$ cat src/rtl/ctrl_pkg.sv
// Shared encodings for the datapath control sequencer: FSM states, instruction
// field constants, branch condition codes and flag bit positions.
package ctrl_pkg;

  typedef enum logic [2:0] {
    ST_IDLE,
    ST_FETCH,
    ST_DECODE,
    ST_EXEC,
    ST_HALT
  } state_t;

  localparam logic [3:0] OP_BCOND = 4'hC;
  localparam logic [3:0] OP_HALT  = 4'hF;
  localparam logic [3:0] EXT_CMP  = 4'hB;

  localparam logic [3:0] CC_EQ = 4'h0;
  localparam logic [3:0] CC_NE = 4'h1;
  localparam logic [3:0] CC_CS = 4'h2;
  localparam logic [3:0] CC_CC = 4'h3;
  localparam logic [3:0] CC_FS = 4'h4;
  localparam logic [3:0] CC_FC = 4'h5;
  localparam logic [3:0] CC_LO = 4'h6;
  localparam logic [3:0] CC_HS = 4'h7;
  localparam logic [3:0] CC_UC = 4'hE;

  localparam int FLAG_C = 0;
  localparam int FLAG_L = 1;
  localparam int FLAG_F = 2;
  localparam int FLAG_Z = 3;
  localparam int FLAG_N = 4;

  // Undefined condition codes fall through to "never taken".
  function automatic logic cond_true(input logic [3:0] cond, input logic [4:0] flags);
    logic taken;
    taken = 1'b0;
    case (cond)
      CC_EQ:   taken = flags[FLAG_Z];
      CC_NE:   taken = !flags[FLAG_Z];
      CC_CS:   taken = flags[FLAG_C];
      CC_CC:   taken = !flags[FLAG_C];
      CC_FS:   taken = flags[FLAG_F];
      CC_FC:   taken = !flags[FLAG_F];
      CC_LO:   taken = flags[FLAG_L];
      CC_HS:   taken = !flags[FLAG_L];
      CC_UC:   taken = 1'b1;
      default: taken = 1'b0;
    endcase
    return taken;
  endfunction

endpackage

$ cat src/rtl/reg_dec.sv
// 4-to-16 one-hot decoder with enable; drives the register write strobe.
module reg_dec (
  input  logic        en,
  input  logic [3:0]  sel,
  output logic [15:0] onehot
);

  always_comb begin
    onehot = '0;
    if (en) onehot[sel] = 1'b1;
  end

endmodule

$ cat src/rtl/datapath_ctrl.sv
// Multi-cycle fetch/decode/execute sequencer for the register-file/ALU datapath:
// fetches over req/ack, presents Opcode, strobes RegEnable, tracks flags and branches.
module datapath_ctrl
  import ctrl_pkg::*;
#(
  parameter int ADDR_W = 8
) (
  input  logic              Clk,
  input  logic              Reset,
  input  logic              Start,
  output logic [ADDR_W-1:0] InstrAddr,
  output logic              InstrReq,
  input  logic              InstrAck,
  input  logic [15:0]       InstrData,
  input  logic [4:0]        Flags,
  output logic [15:0]       Opcode,
  output logic [15:0]       RegEnable,
  output logic              Cin,
  output logic              Busy,
  output logic              Halted
);

  localparam int EXT_W = (ADDR_W > 8) ? ADDR_W : 8;

  state_t            state, state_nxt;
  logic [ADDR_W-1:0] pc, pc_nxt;
  logic [15:0]       ir, ir_nxt;
  logic [4:0]        flag_reg, flag_nxt;
  logic [15:0]       opcode_q, opcode_nxt;

  logic [3:0]              major;
  logic                    is_cmp;
  logic signed [EXT_W-1:0] disp_ext;
  logic [ADDR_W-1:0]       disp;

  assign major    = ir[15:12];
  assign is_cmp   = (major == 4'h0) && (ir[7:4] == EXT_CMP);
  // Sign-extend the 8-bit displacement, then keep ADDR_W bits so PC math wraps.
  assign disp_ext = EXT_W'(signed'(ir[7:0]));
  assign disp     = disp_ext[ADDR_W-1:0];

  always_ff @(posedge Clk or negedge Reset) begin
    if (!Reset) begin
      state    <= ST_IDLE;
      pc       <= '0;
      ir       <= '0;
      flag_reg <= '0;
      opcode_q <= '0;
    end else begin
      state    <= state_nxt;
      pc       <= pc_nxt;
      ir       <= ir_nxt;
      flag_reg <= flag_nxt;
      opcode_q <= opcode_nxt;
    end
  end

  always_comb begin
    state_nxt  = state;
    pc_nxt     = pc;
    ir_nxt     = ir;
    flag_nxt   = flag_reg;
    opcode_nxt = opcode_q;
    case (state)
      ST_IDLE, ST_HALT: begin
        if (Start) begin
          pc_nxt    = '0;
          state_nxt = ST_FETCH;
        end
      end
      ST_FETCH: begin
        if (InstrAck) begin
          ir_nxt    = InstrData;
          state_nxt = ST_DECODE;
        end
      end
      ST_DECODE: begin
        if (major == OP_HALT) begin
          state_nxt = ST_HALT;
        end else if (major == OP_BCOND) begin
          pc_nxt    = cond_true(ir[11:8], flag_reg) ? (pc + disp) : (pc + ADDR_W'(1));
          state_nxt = ST_FETCH;
        end else begin
          // Opcode launches a full cycle ahead of the EXEC write edge.
          opcode_nxt = ir;
          state_nxt  = ST_EXEC;
        end
      end
      ST_EXEC: begin
        flag_nxt  = Flags;
        pc_nxt    = pc + ADDR_W'(1);
        state_nxt = ST_FETCH;
      end
      default: state_nxt = ST_IDLE;
    endcase
  end

  assign InstrAddr = pc;
  assign InstrReq  = (state == ST_FETCH);
  assign Busy      = (state == ST_FETCH) || (state == ST_DECODE) || (state == ST_EXEC);
  assign Halted    = (state == ST_HALT);
  assign Opcode    = opcode_q;
  assign Cin       = flag_reg[FLAG_C];

  reg_dec u_reg_dec (
    .en    ((state == ST_EXEC) && !is_cmp),
    .sel   (ir[11:8]),
    .onehot(RegEnable)
  );

endmodule

$ cat config.mk
export PLATFORM = sky130hd
export DESIGN_NAME = datapath_ctrl
export DESIGN_NICKNAME = d
export VERILOG_FILES = /design/src/rtl/ctrl_pkg.sv /design/src/rtl/reg_dec.sv /design/src/rtl/datapath_ctrl.sv
export SDC_FILE = /design/constraint.sdc
export NUM_CORES = 1
export LEC_CHECK = 0
export CAP_MARGIN = 40
export CORE_UTILIZATION = 44
export CTS_CLUSTER_DIAMETER = 120
export CTS_CLUSTER_SIZE = 10
export DETAILED_ROUTE_END_ITERATION = 6
export PLACE_DENSITY_LB_ADDON = 0.3
export SYNTH_ARGS = -nofsm -noshare
export SYNTH_HDL_FRONTEND = slang
export SYNTH_SLANG_ARGS = --single-unit
$ cat constraint.sdc
create_clock -name Clk -period 2.2 [get_ports Clk]
set_input_delay 0.22 -clock Clk [delete_from_list [all_inputs] [get_ports Clk]]
set_output_delay 0.22 -clock Clk [all_outputs]
set_load 0.1 [all_outputs]
* After elaboration in Yosys (flattened, before gate mapping)
Index checks and enable logic that the tools add are counted.
Storage, ports and cells: register bits after elaboration 47, logic and storage cells 66, input port bits 25
Cells by class: $add $sub $neg 2, reductions and logical operators 19, equality and inequality tests 19, bitwise logic cells 2, $lt $le $gt $ge 2, mux-type cells 17
Operators with widths (count):
- 8-bit two-way mux | 4
- 8-bit case mux with 3 select lines | 1
- 4-bit by 3-bit equality test with 1-bit output (second input constant) | 4
- 4-bit equality test (second input constant) | 4
- 16-bit two-way mux | 1
- 3-bit case mux with 4 select lines | 1
- 3-bit two-way mux | 3
- 1-bit case mux with 9 select lines | 1
- 8-bit by 1-bit adder with 8-bit output (second input constant) | 1
- 8-bit adder | 1
- 4-bit by 2-bit equality test with 1-bit output (second input constant) | 2
- 4-bit zero test | 2
- 3-bit by 2-bit equality test with 1-bit output (second input constant) | 2
- 2-bit != test (second input constant) | 3
- 1-bit zero test | 5
- 4-bit by 5-bit < comparator with 1-bit output (second input constant) | 1
- 1-bit demux with 4-bit select | 1
- 4-bit by 1-bit equality test with 1-bit output (second input constant) | 1
- 4-bit by 1-bit >= comparator with 1-bit output (second input constant) | 1
- 1-bit two-way mux | 4
- 2-bit AND reduction | 2
- 4-bit AND reduction | 1
- 3-bit by 1-bit equality test with 1-bit output (second input constant) | 1
- 3-bit equality test (second input constant) | 1
- 9 further kinds | 13

* Depth between registers and ports, before layout
Gate-level depths: netlist of the first run.
depth after elaboration 9, mapped depth 8, depth with buffers taken out 8

* Hierarchy
Synthesis of the first run repeated with hierarchy kept, for this count alone.
Unflattened totals: cells, all modules 255, area, all modules 2693.8 sq um
By module, submodules not included:
- datapath_ctrl | seq. area each 1176.1 sq um, cells an instance 232, area each 2576.2 sq um, instances 1
- reg_dec | seq. area each 0.0 sq um, cells an instance 23, area each 117.6 sq um, instances 1

* Worst setup path before layout of the first run
Ideal clock, no wire load.
path type flip-flop to flip-flop, from register state[0], to register ir[10], cell stages (with the launch flop) 8, arrival time 3.726 ns, setup time 0.125 ns, required time 2.075 ns, path slack -1.650 ns, cell sequence dfrtp_1 > buf_2 > inv_1 > nor3_1 > and2_1 > buf_2 > buf_2 > mux2_2
Between the ends: longest elaborated chain between the ends 2
Ends and longest elaborated chain:
- start, declared | line datapath_ctrl.sv:25 | state_t state, state_nxt;
- start signal, assigned | line datapath_ctrl.sv:50 | state <= state_nxt;
- 3-bit by 1-bit equality test with 1-bit output
- via InstrReq | line datapath_ctrl.sv:12 | output logic InstrReq,
- 2-bit AND reduction (no line)
- end signal, assigned | line datapath_ctrl.sv:52 | ir <= ir_nxt;
- end, declared | line datapath_ctrl.sv:27 | logic [15:0] ir, ir_nxt;
The timed path passes the listed nets, and every way through them passes these cells. A chain may end at the register's enable or synchronous reset.

* Worst setup path after layout of the first run
from register state[2], to output RegEnable[3]
Between the ends: longest elaborated chain between the ends 3
Ends and longest elaborated chain:
- 3-bit by 2-bit equality test with 1-bit output | line datapath_ctrl.sv:106 | .en ((state == ST_EXEC) && !is_cmp),
- 1-bit logical AND | line datapath_ctrl.sv:106
- 16-bit two-way mux | line reg_dec.sv:10 | if (en) onehot[sel] = 1'b1;
- end, declared | line datapath_ctrl.sv:17 | output logic [15:0] RegEnable,
No other way between the ends.

==> summary.txt, run 1 <==
Place
  – Port bufs: 67
  – GPL Wtd Cong: approximately 0.87
  – Detailed-placement wirelength estimate: 5.02 mm

Worst setup path
  – Reg-to-reg slack, setup: ~0.05 ns
  – WP data arrival: 1.95 ns
  – R2R depth: 8
  – Crit-path max cell delay: around 0.43 ns
  – Worst Setup End Kind: output port
  – Critical path data required time: just under 2 ns
  – Launching point of the worst reg2reg path: InstrAddr[0]
  – Critical path cell sequence: nor2b_4, nand2_4, a41oi_4, nand3_2, nor3_4, buf_12
  – CP max stage cell: dfrtp_1
  – CP Max Fanout: 4
  – CP Launch Type: register
  – R2R Path End: InstrAddr[6]
  – Setup Crit Path Kind: reg -> out

Global routing
  – Total gr overflow: 0
  – First-pass GRT wire length: 11.2 mm
  – Initial antenna violation count: 0
  – Overall Global Routing Usage: 22.9%
  – Largest net degree at the start of global routing: 48
  – Vias in the first global route: 2232

Layout
  – Sequential Area: 1190 sq um
  – ANT cells: 0
  – Multi-input logic area: approximately 1600 sq um
  – Area growth from synthesis to layout: 50.8%
  – Filler Cell Count: 420
  – Final #Nets: 376
  – Layout cells sized above 1: a little over two fifths

Floorplan
  – Core Area: between 5000 and 6000 sq um
  – Die Ht: approximately 80 um
  – Site row count: 27
  – Die area: between 6000 and 7000 sq um
  – Effective utilization at floorplan: approximately 47%
  – I/O pin cnt: between 60 and 70
  – Die Wd: slightly below 80 um

Clock tree
  – Clock Tree Buf Depth: 2
  – CTS Sinks: 47
  – Clk slew on worst S/H paths: approximately 0.09 ns
  – TritonCTS clock tree: yes
  – H-tree depth: 2
  – Total CTS buffers: 5
  – Root buffer cell: clkbuf_8
  – Later-pin clock latency in the skew report: 0.31 ns

Timing
  – Final Cycle Share: about 99%
  – Final setup skew: approximately 0.0071 ns
  – Final hold viol count: 0
  – Min Tclk post-route: around 2.2 ns
  – Slew headroom: ~66%
  – Final Max Slew Viols: 0
  – Top achievable clock speed: between 400 and 500 MHz
  – Slew @ Worst Pin: about 0.50 ns
  – TNS Setup: 0 ns
  – Final setup viols: 0
  – RSZ-0062 raised after global routing: true

Run
  – Max-cap violations: 0

Synth
  – Cell count after synthesis: approximately 260
  – Top cells by area, synth: dfrtp_1, mux2_2, nor2_1, ha_1, nand2_1
  – Leading area contributor after synthesis: dfrtp_1
  – Ys async rst share: 100%
  – Most common cell in the netlist: dfrtp_1
  – Top cell type's share of synthesized area: 44.5%
  – Cell area after synthesis: 2640 sq um
  – Yosys reg bits: 47
  – Primary FF master, synth: dfrtp_1
  – Mapped Nets: ~290
  – Mapped Avg Cell Area: around 10 sq um
  – Commonest cells post-synth: dfrtp_1, mux2_2, nor2_1, nand2_1, o21ai_0
  – EDFF count, synth: 0
  – Post-synthesis sequential area ratio: between 40 and 50%
  – Yosys cell types: between 40 and 50
  – Yosys warnings: 0

Route
  – Via density: about 5.5
  – DRT antenna net count: 0
  – Total number of vias: between 2000 and 2500
  – Drt wl/cell: between 15 and 20 um
  – Routed wire length: 6.68 mm
  – DRT iter0 DRCs: around 190
  – Drt pass-1 iters: 4
  – # DRC: 0

Min path
  – Min-delay worst type: in -> async

Run status
  – Status: complete, no violations
[cells by family (layout without fill, tap and decap cells)]
group	after synthesis	count (layout)	share of synthesized area, %
AOI/OAI and AO/OA	51	51	12.2
xor gates and xnor gates	11	11	3.64
adders and majority gates	9	9	4.54
buffers and inverters	12	97	2.51
DFF	47	47	44.5
muxes	37	37	15.6
and+or+nand+nor	91	91	17.0
[area by class of cell]
type | count | area share, %
Inverter | 2 | 0.314
Clock buffer | 5 | 1.73
Timing Repair Buffer | 87 | 24.7
Multi-Input combinational cell | 199 | 40.8
Tap cell | 72 | 2.26
Sequential cell | 47 | 29.8
Clock inverter | 3 | 0.471
[critical path, delay by kind of cell (launching register included)]
family	cells	cell delay, ns
compound gates	1	0.22
simple gates	4	0.78
flops	1	0.43
buf+inv	1	0.20
[placed cells by master (no fill, tap or decap), types with 2 or more instances in the layout]
cell             instances
mux2i_1                  3
nor3_4                   5
nor2b_1                  2
clkdlybuf4s50_1         22
inv_6                    2
a31oi_1                  2
mux2_4                   5
nand2b_1                 4
nand2_1                 18
buf_4                   41
nand4_1                  2
o22ai_1                  3
xnor2_1                  7
xor2_1                   4
nor2_1                  17
nand3_1                 10
nor3b_1                  3
clkbuf_8                 5
a2bb2oi_1                3
buf_12                  22
dfrtp_2                  7
clkinv_2                 2
a21oi_1                 12
a21o_1                   2
ha_1                     7
dfrtp_1                 39
and2_1                   3
or3_1                    3
mux2_2                  28
nor3_1                   2
o21ai_0                 14
nor2_4                  12
a211oi_1                 2
[stage by stage]
stage | instance area (sq um) | setup slack [ns] | utilization [%] | hold slack, ns | std cells
3_3_place_gp | 3860 | 0.108 | 68.4 | 0.222 | 403
4_1_cts | 3980 | -0.0253 | 70.5 | 0.424 | 414
6_report | 3990 | 0.0279 | 70.7 | 0.419 | 415
5_1_grt | 3990 | -0.0768 | 70.7 | 0.461 | 415
2_1_floorplan | 2900 | -0.276 | - | -0.0756 | 258
3_5_place_dp | 3860 | 0.0338 | 68.4 | 0.222 | 403
[metal layers]
metal	up-vias	global-route usage (%)	wire, um
li1	1097	-	-
met1	1109	30.8	2870
met2	78	37.7	3380
met3	6	4.00	362
met4	0	6.18	68
met5	-	0	0
[worst max-delay path by stage]
stage | slack, ns | end | cells past startpoint | start
after floorplan | -0.28 | RegEnable[1] | 6 | state[1]
after global placement | 0.11 | InstrAddr[6] | 8 | InstrAddr[0]
after detailed placement | 0.03 | InstrAddr[6] | 8 | InstrAddr[0]
after CTS | -0.03 | RegEnable[4] | 6 | ir[14]
after global routing | -0.08 | RegEnable[3] | 5 | ir[12]
final | 0.03 | RegEnable[3] | 6 | state[2]
[repair_timing]
item	4_1_cts	5_1_grt
setup endpoints to repair	10	13
hold endpoints to repair	47	0
pin swaps	1	4
gates resized for setup	2	1
cloned	0	0
hold buffers	1	0
setup buffers	2	1
Power of run 1 is left out: the tool's default activity adds up to more than one toggle a clock period on the data nets, which glitch-free logic cannot reach.
==> run 2: changes to the inputs <==
--- a/config.mk
+++ b/config.mk
@@ -11,6 +11,7 @@
 export CTS_CLUSTER_SIZE = 10
 export DETAILED_ROUTE_END_ITERATION = 6
 export PLACE_DENSITY_LB_ADDON = 0.3
+export SLEW_MARGIN = 10
 export SYNTH_ARGS = -nofsm -noshare
 export SYNTH_HDL_FRONTEND = slang
 export SYNTH_SLANG_ARGS = --single-unit
==> results of run 2 <==
Final layout, timing and power as in run 1 (identical DEF).
Power of run 2 is left out for the same reason.
